## src/rtl/expr_string_tx_pkg.sv

```systemverilog
// Shared definitions for the expression-string transmitter and recognizer:
// ASCII codes of the characters that appear on the bus and the FSM states.
package expr_string_tx_pkg;

    localparam logic [7:0] CH_0    = 8'd48;  // '0'
    localparam logic [7:0] CH_PLUS = 8'd43;  // '+'
    localparam logic [7:0] CH_MUL  = 8'd42;  // '*'

    typedef enum logic [1:0] {
        IDLE = 2'd0,
        DIG  = 2'd1,
        OPR  = 2'd2
    } state_t;

endpackage

```

## src/rtl/expr_char_sel.sv

```systemverilog
// Character selector: maps the transmitter state and term index onto the
// ASCII byte currently presented and the end-of-string marker.
module expr_char_sel
    import expr_string_tx_pkg::*;
#(
    parameter int MAX_TERMS = 8,
    parameter int CW        = 4
) (
    input  state_t                   state,
    input  logic [CW-1:0]            k,
    input  logic [CW-1:0]            n,
    input  logic [4*MAX_TERMS-1:0]   digits,
    input  logic [MAX_TERMS-2:0]     ops,
    output logic [7:0]               out,
    output logic                     last
);

    logic [3:0] digit;
    logic       op;

    // Pick digit k / operator k and encode the character for the current state.
    always_comb begin
        // NOTE: every output gets a default first so no path leaves it unassigned (no latch).
        out   = 8'd0;
        last  = 1'b0;
        digit = 4'd0;
        op    = 1'b0;
        for (int i = 0; i < MAX_TERMS; i++) begin
            if (k == CW'(i)) digit = digits[4*i +: 4];
        end
        for (int i = 0; i < MAX_TERMS - 1; i++) begin
            if (k == CW'(i)) op = ops[i];
        end
        case (state)
            DIG: begin
                out  = CH_0 + {4'd0, digit};
                last = (k == n - CW'(1));
            end
            OPR:     out = op ? CH_MUL : CH_PLUS;
            default: ;
        endcase
    end

endmodule

```

## src/rtl/expr_string_tx.sv

```systemverilog
// Expression-string transmitter: validates and latches a parallel expression,
// then serialises it as digit, operator, digit, ... over a valid/ready bus.
module expr_string_tx
    import expr_string_tx_pkg::*;
#(
    parameter int MAX_TERMS = 8,
    parameter int CW        = 4
) (
    input  logic                     clk,
    input  logic                     clr,
    input  logic                     start,
    input  logic [CW-1:0]            num_terms,
    input  logic [4*MAX_TERMS-1:0]   digits,
    input  logic [MAX_TERMS-2:0]     ops,
    output logic                     busy,
    output logic [7:0]               out,
    output logic                     out_valid,
    input  logic                     out_ready,
    output logic                     last,
    output logic                     err
);

    state_t                 state;
    logic [CW-1:0]          k;
    logic [CW-1:0]          n_q;
    logic [4*MAX_TERMS-1:0] digits_q;
    logic [MAX_TERMS-2:0]   ops_q;
    logic                   start_ok;
    logic                   final_char;

    // Request validation: term count in range and every used digit decimal.
    always_comb begin
        start_ok = (num_terms != '0) && (num_terms <= CW'(MAX_TERMS));
        for (int i = 0; i < MAX_TERMS; i++) begin
            if ((CW'(i) < num_terms) && (digits[4*i +: 4] > 4'd9)) start_ok = 1'b0;
        end
    end

    assign final_char = (k == n_q - CW'(1));

    // Transmit FSM, term index, request latches and status flags.
    always_ff @(posedge clk or negedge clr) begin
        if (!clr) begin
            state     <= IDLE;
            k         <= '0;
            // NOTE: the request latches are cleared too; they are a handful of flops, not a RAM.
            n_q       <= '0;
            digits_q  <= '0;
            ops_q     <= '0;
            busy      <= 1'b0;
            out_valid <= 1'b0;
            err       <= 1'b0;
        end else begin
            // NOTE: non-blocking assignments so every register sees pre-edge values.
            err <= 1'b0;
            case (state)
                IDLE: begin
                    if (start) begin
                        if (start_ok) begin
                            n_q       <= num_terms;
                            digits_q  <= digits;
                            ops_q     <= ops;
                            k         <= '0;
                            state     <= DIG;
                            busy      <= 1'b1;
                            out_valid <= 1'b1;
                        end else begin
                            err <= 1'b1;
                        end
                    end
                end
                DIG: begin
                    if (out_ready) begin
                        if (final_char) begin
                            state     <= IDLE;
                            busy      <= 1'b0;
                            out_valid <= 1'b0;
                            k         <= '0;
                        end else begin
                            state <= OPR;
                        end
                    end
                end
                OPR: begin
                    if (out_ready) begin
                        k     <= k + CW'(1);
                        state <= DIG;
                    end
                end
                default: state <= IDLE;
            endcase
        end
    end

    expr_char_sel #(
        .MAX_TERMS (MAX_TERMS),
        .CW        (CW)
    ) u_char_sel (
        .state  (state),
        .k      (k),
        .n      (n_q),
        .digits (digits_q),
        .ops    (ops_q),
        .out    (out),
        .last   (last)
    );

endmodule

```

## config.mk

```make
export PLATFORM = sky130hd
export DESIGN_NAME = expr_string_tx
export DESIGN_NICKNAME = d
export VERILOG_FILES = /design/src/rtl/expr_string_tx_pkg.sv /design/src/rtl/expr_char_sel.sv /design/src/rtl/expr_string_tx.sv
export SDC_FILE = /design/constraint.sdc
export NUM_CORES = 1
export LEC_CHECK = 0
export BUFFER_PORTS_ARGS = -buffer_cell sky130_fd_sc_hd__buf_4
export CORE_UTILIZATION = 35
export CTS_CLUSTER_DIAMETER = 120
export CTS_CLUSTER_SIZE = 40
export DETAILED_ROUTE_END_ITERATION = 10
export GPL_TIMING_DRIVEN = 0
export HOLD_SLACK_MARGIN = 0.12
export RECOVER_POWER = 25
export SYNTH_ARGS = -nofsm -noshare
export SYNTH_HDL_FRONTEND = slang
export SYNTH_SLANG_ARGS = --single-unit
export TNS_END_PERCENT = 20
```

## constraint.sdc

```tcl
create_clock -name clk -period 2.3 [get_ports clk]
set_clock_uncertainty 0.05 [all_clocks]
set_input_delay 0.46 -clock clk [delete_from_list [all_inputs] [get_ports clk]]
set_output_delay 0.46 -clock clk [all_outputs]
set_load 0.1 [all_outputs]
```

=== Word-level counts from Yosys, hierarchy flattened ===
Index checks and enable logic that the tools add are counted.

* Input bits: 47
* Output and inout bits: 12
* Register bits: 51

* Muxes and demuxes: 46
* Equality and inequality tests: 15
* Reductions and logical operators: 18
* Add/sub/neg operators: 3
* Order comparisons: 17

{| class="wikitable"
|+ Operator list
! operator !! count
|-
| 4-bit 2-to-1 mux || 13
|-
| 4-bit > comparator, second input constant || 8
|-
| 1-bit 2-to-1 mux || 24
|-
| 4-bit by 3-bit equality test with 1-bit output, second input constant || 4
|-
| 3-bit by 4-bit less-than comparator with 1-bit output, first input constant || 4
|-
| 8-bit one-hot mux with 2 select lines || 1
|-
| 4-bit one-hot mux with 3 select lines || 1
|-
| 2-bit 2-to-1 mux || 5
|-
| 2-bit != test, second input constant || 5
|-
| 1-bit logical AND || 9
|-
| 4-bit by 2-bit equality test with 1-bit output, second input constant || 2
|-
| 1-bit by 4-bit less-than comparator with 1-bit output, first input constant || 2
|-
| 2-bit by 4-bit less-than comparator with 1-bit output, first input constant || 2
|-
| 6-bit by 4-bit adder with 7-bit output, first input constant || 1
|-
| 2-bit one-hot mux with 3 select lines || 1
|-
| 6-bit AND reduction || 1
|-
| 5-bit AND reduction || 1
|-
| 4-bit by 1-bit adder with 4-bit output, second input constant || 1
|-
| 4-bit by 1-bit equality test with 1-bit output, second input constant || 1
|-
| 4-bit equality test || 1
|-
| 4-bit <= comparator, second input constant || 1
|-
| 4-bit zero test || 1
|-
| 4-bit AND reduction || 1
|-
| 4-bit nonzero test || 1
|-
| 8 further kinds || 8
|}

=== Depth between registers and ports, before layout ===
Gate-level depths: netlist of the first run.

* Word-level depth: 13
* Gate-level depth with buffers: 9
* Depth with buffers taken out: 8

=== By module ===
A second synthesis of the first run with hierarchy kept.

* Cells, all modules: 260
* Area, all modules: 3133.0 µm²

{| class="wikitable"
|+ By module, submodules not included
! module !! cells an instance !! area an instance (µm²) !! times used
|-
| expr_string_tx || 176 || 2493.6 || 1
|-
| expr_char_sel || 84 || 639.4 || 1
|}

=== Worst setup path after synthesis of the first run ===
OpenSTA, ideal clock, no wires.

* Path type: reg-to-output
* From: reg state[0]
* To: out out[2]
* Stages on the path, launching flop included: 7
* Buffers on the path: 0
* Arrival: 3826 ps
* Setup slack: -2036 ps
* Cells stage by stage: dfrtp_1 -> inv_1 -> ha_1 -> nand2_1 -> nor2_1 -> o2111ai_1 -> o21ai_0

* Cells in the longest elaborated chain, start to end: 2
* Elaborated cells on any way between the ends: 3

{| class="wikitable"
|+ Ends and longest elaborated chain
! what !! line !! source
|-
| start: declaration || expr_string_tx.sv:23 || <nowiki>state_t state;</nowiki>
|-
| start signal: assignment || expr_string_tx.sv:44 || <nowiki>state <= IDLE;</nowiki>
|-
| start signal: assignment || expr_string_tx.sv:64 || <nowiki>state <= DIG;</nowiki>
|-
| start signal: assignment || expr_string_tx.sv:75 || <nowiki>state <= IDLE;</nowiki>
|-
| 2-bit equality test / 2-bit by 1-bit equality test with 1-bit output (equally long branches) || expr_char_sel.sv:34 || <nowiki>case (state)</nowiki>
|-
| 8-bit one-hot mux with 2 select lines * || expr_char_sel.sv:34 ||
|-
| end: declaration || expr_string_tx.sv:16 || <nowiki>output logic [7:0] out,</nowiki>
|}

Mark *: on every way between the ends. The rest lies on a longest branch, timed or not.

=== Worst setup path after layout of the first run ===
* From: reg k[1]
* To: out out[0]

* Cells in the longest elaborated chain, start to end: 11
* Elaborated cells on any way between the ends: 26

{| class="wikitable"
|+ Ends and longest elaborated chain
! what !! line !! source
|-
| start: declaration || expr_string_tx.sv:24 || <nowiki>logic [CW-1:0] k;</nowiki>
|-
| start signal: assignment || expr_string_tx.sv:86 || <nowiki>k <= k + CW'(1);</nowiki>
|-
| 4-bit zero test || expr_char_sel.sv:29, expr_char_sel.sv:32 ||
|-
| 4-bit 2-to-1 mux (8 in a row) || expr_char_sel.sv:29 || <nowiki>if (k == CW'(i)) digit = digits[4*i +: 4];</nowiki>
|-
| 6-bit by 4-bit adder with 7-bit output || expr_char_sel.sv:36 || <nowiki>out = CH_0 + {4'd0, digit};</nowiki>
|-
| 8-bit one-hot mux with 2 select lines * || expr_char_sel.sv:34 ||
|}

Marks and branches as above.

==> results of run 1 <==
[power groups by stage]
stage / clock [mW] / combinational (mW) / sequential [mW]
final: 0.483 / 2.51 / 1.52
after global placement: 0 / 1.96 / 1.50
after floorplan: 0 / 1.58 / 1.46
after CTS: 0.499 / 2.30 / 1.51
after global routing: 0.530 / 2.65 / 1.57
after detailed placement: 0 / 1.99 / 1.51
[through the flow]
stage,instances,power (mW),utilization [%]
final,430,4.511,50.69
after global routing,430,4.749,50.69
after CTS,425,4.308,49.15
after detailed placement,410,3.500,44.65
after global placement,410,3.453,44.65
after floorplan,255,3.039,-
[what timing repair did]
| action | in CTS | in global routing |
|---|---|---|
| cloned | 1 | 0 |
| buffers inserted | 8 | 5 |
| pin swaps | 12 | 11 |
| endpoints found under the setup margin | 17 | 10 |
| endpoints found under the hold margin | 0 | 0 |
| gates resized for setup | 45 | 21 |
[worst max-delay path: cells and delay by family, from the launching register on]
family | cells | cell delay, ns
DFF | 1 | 0.46
and+or+nand+nor | 4 | 0.45
buffers and inverters | 3 | 0.43
AOI/OAI and AO/OA | 2 | 0.39
adders and majority gates | 1 | 0.18
[final cells by class]
| cell class | count | area [um2] |
|---|---|---|
| sequential | 51 | 1280 |
| fill | 723 | 3850 |
| tap | 102 | 127.6 |
| inverter | 12 | 50.05 |
| multi-input combinational | 175 | 1730 |
| clock buffer | 6 | 72.57 |
| buffer | 17 | 128.9 |
| timing repair buffer | 67 | 568.0 |
[sequential cells by signal (all words and copies together) (netlist names)]
| name | cells |
|---|---|
| err | 1 |
| digits_q | 32 |
| state | 2 |
| out_valid | 1 |
| n_q | 4 |
| k | 4 |
| ops_q | 7 |
[worst min path at each step]
stage / from / end / slack [ns] / cells past startpoint
6_report: digits[28] / digits_q[28] / 0.33 / 2
5_1_grt: digits[28] / digits_q[28] / 0.33 / 2
4_1_cts: clr / out_valid / 0.16 / 1
3_5_place_dp: ops_q[0] / ops_q[0] / 0.44 / 1
3_3_place_gp: digits_q[14] / digits_q[14] / 0.44 / 1
2_1_floorplan: clr / digits_q[0] / 0.11 / 0
[kinds of logic after synthesis]
group	synth area share, %
muxes	18.36
and+or+nand+nor	11.07
DFF	44.80
buffers and inverters	4.831
AOI/OAI and AO/OA	15.02
other	0.1316
adders and majority gates	3.953
xor gates and xnor gates	1.845
[Yosys cell counts, drive strengths merged]
master	number	area share (%)
a211o	1	0.31
a211oi	2	0.53
a21o	1	0.26
a21oi	5	0.88
a221oi	5	1.5
a222oi	2	0.70
a22oi	3	0.79
a31oi	1	0.22
a32oi	2	0.61
a41oi	1	0.97
and2	3	0.66
buf	10	2.3
clkbuf	7	0.92
conb	1	0.13
dfrtp	51	45
ha	9	4.0
inv	12	1.6
mux2	42	17
mux2i	5	1.8
nand2	16	2.1
nand3	5	0.88
nand3b	1	0.26
nand4	3	0.88
nor2	7	1.0
nor2b	8	1.8
nor3	6	1.1
nor3b	1	0.26
nor4	1	0.22
nor4b	2	1.1
o2111ai	1	0.31
o211ai	2	0.53
o21ai	16	2.8
o21bai	1	0.26
o22ai	2	0.66
o2bb2ai	1	0.31
o31ai	4	1.5
o32ai	2	0.61
o41ai	3	1.2
or2	1	0.22
or3	2	0.61
xnor2	6	1.8
[metal layers]
| metal | wire, um | share of wire [%] |
|---|---|---|
| met5 | 0 | 0 |
| met4 | 61 | 0.83 |
| met3 | 317 | 4.3 |
| met2 | 3629 | 49 |
| met1 | 3360 | 46 |
==> metrics.cfg, run 1 <==
[finish]
layout_common_cells = 63 x buf_4, 48 x dfrtp_1, 42 x mux2_2, 14 x nand2_1, 12 x o21ai_0
final_common_cell = buf_4
syn_to_final_growth_pct = 38.91
final_area_um2 = 3958
nets = 385
drive_above_1_share_pct = 56.40
n_antenna_cell = 0

[synth]
ys_seq_area_share_pct = 44.80
ys_types = 50
ys_warn_count = 0
syn_inst = 254
syn_area_um2 = 2849
syn_area_per_cell_um2 = 11.22
ys_ff_latch = 51

[global_routing]
overflow = 0
antenna_found_initial = 0
grt_pass1_vias = 2220
grt_pass1_wl_um = 11550
grt_util_met1_pct = 24.09
grt_max_degree = 52
gr-usage-all-layers_pct = 17.71
gr-usage-met3_pct = 3.317
grt-busiest-layer = met2
grt_use_met2_pct = 29.23

[cts]
hold_buffers = 0
cts_buffer_depth = 2
clkTransAtPathRegs_ns = 0.09
clock-sinks = 51
htreeDepth = 2
insertion_delay_ns = 0.30
cts_buffers = 5
cts_tree = built
cts_root_buf = clkbuf_8

[sta]
tightest_slew_ns = 1.287
hold_viol = 0
setup_viol = 6
holdWs_ns = 0.3307
finalSetupTns_ns = -1.734
fin_ws_ns = -0.4059
slew_headroom_pct = 14.21
fin_crit_sh_pct = 117.6
period_minus_slack_ns = 2.706
rsz0062_at_grt = yes
final_max_slew_viol_count = 0
max_freq_mhz = 369.6

[drt]
avgRoutedWirePerCell_um = 17.14
drc = 0
via_per_inst = 5.286
firstDrtPassIters = 4
first_iter_violations = 120
via_count = 2273
finalWirelength_um = 7369
postRouteAntennaNets = 0

[critical_path]
cp-startpoint = k[1]
critical_path_required_ns = 1.79
cp-start-kind = register
critPathArrivalTime_ns = 2.20
crit_chain = inv_4 -> ha_4 -> clkbuf_16 -> nor2b_1 -> a221oi_2 -> o31ai_2 -> nand4_1 -> nand4_1 -> nand3_4 -> buf_12
r2r_start = state[0]
crit_path_end_kind = output port
cpMaxStageDelayCell = dfrtp_2
timing.rr.end = k[3]
crit_fanout = 5
cp-endpoint = out[0]
crit_top_cell = nand4_1
worst-r2r-cell-count = 8
max_stage_delay_ns = 0.46
ff2ff_setup_slack_ns = -0.01
worstSetupPathType = register to output port

[power]
pwr-share-clk_pct = 10.7
p_seq_share_pct = 33.7
vdd_ir_drop_max_v = 0.0005037
pwr-share-comb_pct = 55.6
p_int_mw = 2.607
p_sw_share_pct = 42.21
power_density_nw_per_um2 = 1140
switching_power_mw = 1.904
leakage_nw = 1.753

[floorplan]
ios = 59
die_y_um = 92.22
row_count = 32
dieArea_um2 = 8505
core_um2 = 7807
die_width_um = 92.22
start_util_pct = 36.49

[job]
maxCapViolCount = 0

[place]
gp_congestion = 0.7810
place_area_um2 = 3486
pre_cts_ws_ns = -0.4107
port_buffers = 53
dp_hpwl_um = 5282

[outcome]
status = finished, violations left
violations = setup timing

[worst_hold_path]
hold_class = input pin to register

Power figures use the tool's default switching activity.
==> run 2, diff against run 1 <==
- GPL_TIMING_DRIVEN: 0 -> not set
- MAX_ROUTING_LAYER: not set -> met4
- REMOVE_ABC_BUFFERS: not set -> 1
==> metrics.cfg, run 2 (synthesis gave the netlist of run 1 again) <==
[critical_path]
crit_fanout = 4
path_delay_family = compound AO/OA/AOI/OAI gates
critPathArrivalTime_ns = 2.16
critPathBufInv = 3
crit_chain = inv_4 -> ha_4 -> nor2b_4 -> buf_6 -> a221oi_4 -> a211o_1 -> a21oi_2 -> o21ai_1 -> nand3_2 -> buf_12
cp-start-kind = register
max_stage_delay_ns = 0.47
crit_path_end_kind = output port
worstSetupPathType = register to output port
critical_path_required_ns = 1.79
cpMaxStageDelayCell = dfrtp_2

[floorplan]
core_um2 = 7807
die_width_um = 92.22
start_util_pct = 36.49
die_y_um = 92.22
dieArea_um2 = 8505
ios = 59
row_count = 32

[global_routing]
grt_pass1_vias = 2359
antenna_found_initial = 0
grt_pass1_wl_um = 11960
gr-usage-all-layers_pct = 18.85
grt_max_degree = 52
overflow = 0

[finish]
largest-register = digits_q
utilization_pct = 51.65
n_antenna_cell = 0
syn_to_final_growth_pct = 41.55
top_regs = digits_q: 32 flops, ops_q: 7 flops
largest_reg_flops = 32
layout.cells.non_filler = 452
register_area_um2 = 1279
multi_input_area_um2 = 1600
final_common_cell = buf_4
layout_common_cells = 92 x buf_4, 49 x dfrtp_1, 42 x mux2_2, 14 x nand2_1, 12 x o21ai_0
final_area_um2 = 4033
fillCellCount = 721
drive_above_1_share_pct = 55.14
nets = 405

[drt]
drc = 0
first_iter_violations = 151
route.top_layer_used = met4
wl_met1_um = 3227
postRouteAntennaNets = 0
via_count = 2332
wl_met2_um = 3703
avgRoutedWirePerCell_um = 16.00
via_per_inst = 5.159
firstDrtPassIters = 4
finalWirelength_um = 7230
wl_met3_um = 225

[cts]
htreeDepth = 2
hold_buffers = 0
insertion_delay_ns = 0.31
cts_tree = built
clock-sinks = 51
cts_buffers = 5
clkTransAtPathRegs_ns = 0.10
cts_buffer_depth = 2
cts_root_buf = clkbuf_8

[sta]
final_max_slew_viol_count = 0
fin_ws_ns = -0.3703
slew_headroom_pct = 15.97
holdWs_ns = 0.3254
hold_viol = 0
setup_viol = 5
tightest_slew_ns = 1.260
period_minus_slack_ns = 2.670
rsz0062_at_grt = yes
finalSetupTns_ns = -1.591
max_freq_mhz = 374.5
fin_crit_sh_pct = 116.1

[place]
pre_cts_ws_ns = -0.2526
port_buffers = 56
place_area_um2 = 3628
gp_congestion = 0.8728
dp.cells = 437
dp_hpwl_um = 5335

[power]
power_density_nw_per_um2 = 1123
p_total_mw = 4.528
leakage_nw = 1.866
vdd_ir_drop_max_v = 0.0005043

[outcome]
violations = setup timing
status = finished, violations left

[job]
maxCapViolCount = 0

[worst_hold_path]
hold_class = input pin to register

==> run 2: cell count changes in the layout (fill, tap and decap cells not counted), moves of 3 or more <==
cell,change
buf_4,+29
clkbuf_1,-3
buf_6,+5
buf_2,-6
o21ai_4,-3
o21ai_1,+4
==> run 2: timing repair <==
| item | CTS | global route |
|---|---|---|
| resized for setup | 50 | 5 |
| setup endpoints to repair | 5 | 9 |
| setup buffers | 6 | 1 |
| pin swaps | 21 | 3 |
==> run 2: per-layer routing <==
layer | up-vias | track usage (%)
li1 | 1116 | -
met1 | 1153 | 24.19
met2 | 55 | 31.65
met3 | 8 | 2.570
met4 | 0 | 4.297
met5 | - | -
==> run 2: cell type report <==
type / count / area share (%)
clock inverters: 2 / 0.9618
well taps: 102 / 3.165
clock buffers: 6 / 2.048
inverters: 12 / 1.241
flip-flops and latches: 51 / 31.71
repair buffers: 104 / 21.19
multi-input cells: 175 / 39.68
==> run 2: worst paths after layout <==
| path | slack (ns) | depth (start not counted) | end | from |
|---|---|---|---|---|
| worst max-delay path | -0.37 | 10 | out[0] | k[0] |
| worst min-delay path | 0.33 | 2 | digits_q[0] | digits[0] |
| worst max register to register | 0.06 | 8 | k[3] | state[1] |
| worst min register to register | 0.46 | 1 | ops_q[0] | ops_q[0] |
| max in group asynchronous | 1.00 | 1 | k[1] | clr |
| min in group asynchronous | 0.37 | 1 | state[1] | clr |
==> run 2: where the power goes <==
part | switching (mW) | total, mW | internal (mW)
sequential | 0.261 | 1.51 | 1.25
clock | 0.305 | 0.663 | 0.358
combinational | 1.25 | 2.35 | 1.11
==> run 3, diff against run 2 <==
- PLACE_DENSITY: not set -> 0.56
- clock period: 2.3 -> 2.8 ns (I/O delays scaled with it)
==> metrics.cfg, run 3 (synthesis gave the netlist of run 1 again) <==
[critical_path]
cp-start-kind = register
critPathBufInv = 2
path_delay_family = simple AND/OR/NAND/NOR gates
worstSetupPathType = register to output port
worst-r2r-cell-count = 8
crit_path_end_kind = output port
ff2ff_setup_slack_ns = 0.52
crit_top_cell = nand4_1
r2r_start = state[0]
max_stage_delay_ns = 0.44
critPathArrivalTime_ns = 2.16
critical_path_required_ns = 2.19
crit_fanout = 16
crit_chain = buf_4 -> ha_2 -> nor2b_1 -> o31ai_2 -> nand4_1 -> nand4_1 -> nand3_2 -> buf_12
cpMaxStageDelayCell = dfrtp_1
cp_num_cells = 8
cp-startpoint = k[1]

[cts]
cts_root_buf = clkbuf_8
insertion_delay_ns = 0.31
htreeDepth = 2
clock-sinks = 51
hold_buffers = 0
cts_tree = built
cts_buffer_depth = 2
cts_buffers = 5
clkTransAtPathRegs_ns = 0.10

[global_routing]
grt_pass1_vias = 2302
antenna_found_initial = 0
gr-usage-all-layers_pct = 17.96
grt_max_degree = 52
overflow = 0
grt_pass1_wl_um = 11530

[place]
port_buffers = 56
dp_hpwl_um = 5226
dp.cells = 412
gp_congestion = 0.8585

[finish]
layout.cells.non_filler = 425
top_regs = digits_q: 32 flops, ops_q: 7 flops
final_common_cell = buf_4
drive_above_1_share_pct = 48.92
syn_to_final_growth_pct = 29.42
fillCellCount = 763
layout_common_cells = 71 x buf_4, 49 x dfrtp_1, 42 x mux2_2, 16 x nand2_1, 12 x o21ai_0
multi_input_area_um2 = 1533
utilization_pct = 47.23
register_area_um2 = 1279
largest-register = digits_q
largest_reg_flops = 32
n_antenna_cell = 0
nets = 378

[sta]
tightest_slew_ns = 1.304
setup_viol = 0
hold_viol = 0
max_freq_mhz = 361.0
slew_headroom_pct = 13.05
rsz0062_at_grt = yes
period_minus_slack_ns = 2.770
final_max_slew_viol_count = 0
fin_crit_sh_pct = 98.92

[power]
vdd_ir_drop_max_v = 0.0005547
p_total_mw = 3.454
leakage_nw = 1.698
power_density_nw_per_um2 = 936.8

[worst_hold_path]
hold_start = digits[16]
hold_class = input pin to register
min_delay_path_depth = 2

[drt]
firstDrtPassIters = 4
drc = 0
avgRoutedWirePerCell_um = 16.41
via_per_inst = 5.242
via_count = 2228
first_iter_violations = 64
postRouteAntennaNets = 0
finalWirelength_um = 6976

[floorplan]
start_util_pct = 36.49
row_count = 32
dieArea_um2 = 8505
ios = 59
core_um2 = 7807
die_width_um = 92.22
die_y_um = 92.22

[outcome]
status = complete, no violations

[job]
maxCapViolCount = 0

run 3: area by class of cell:
type	instances	area share [%]
multi-input combinational	175	41.57
sequential	51	34.68
timing repair buffer	77	16.59
tap	102	3.461
clock buffer	5	1.866
inverter	12	1.222
clock inverter	3	0.6108
run 3: report_power, final:
part,switching (mW),internal [mW],total (mW)
Clock,0.268,0.180,0.448
Sequential,0.199,1.03,1.23
Combinational,0.991,0.788,1.78
run 3: layer usage:
metal	vias to the layer above	wire length (um)	track usage, %
met5	-	0	-
met1	1106	3342	23.11
li1	1069	-	-
met3	5	249	3.317
met2	48	3339	29.60
met4	0	45	3.776
run 3: path summary, 6_finish.rpt:
check                                to
min                        digits_q[16]
min reg2reg                    ops_q[0]
max reg2reg                        k[3]
max                              out[0]
max in group asynchronous          k[0]
min in group asynchronous      ops_q[4]
run 3: metrics by stage:
stage / instance area [um2] / hold WS, ns / setup TNS [ns] / worst slack [ns]
global route: 3687 / 0.4197 / -0.1768 / -0.05532
CTS: 3656 / 0.2535 / -0.005603 / -0.005603
detailed placement: 3428 / 0.4403 / 0 / 0.02999
global placement: 3428 / 0.4411 / 0 / 0.1451
finish: 3687 / 0.4211 / 0 / 0.03025
floorplan: 2760 / 0.2144 / -5.300 / -1.636
run 3: repair_timing:
item	4_1_cts	5_1_grt
pin swaps	3	5
gates cloned	0	0
resized for setup	29	6
setup buffers	5	0
endpoints found under the setup margin	4	5
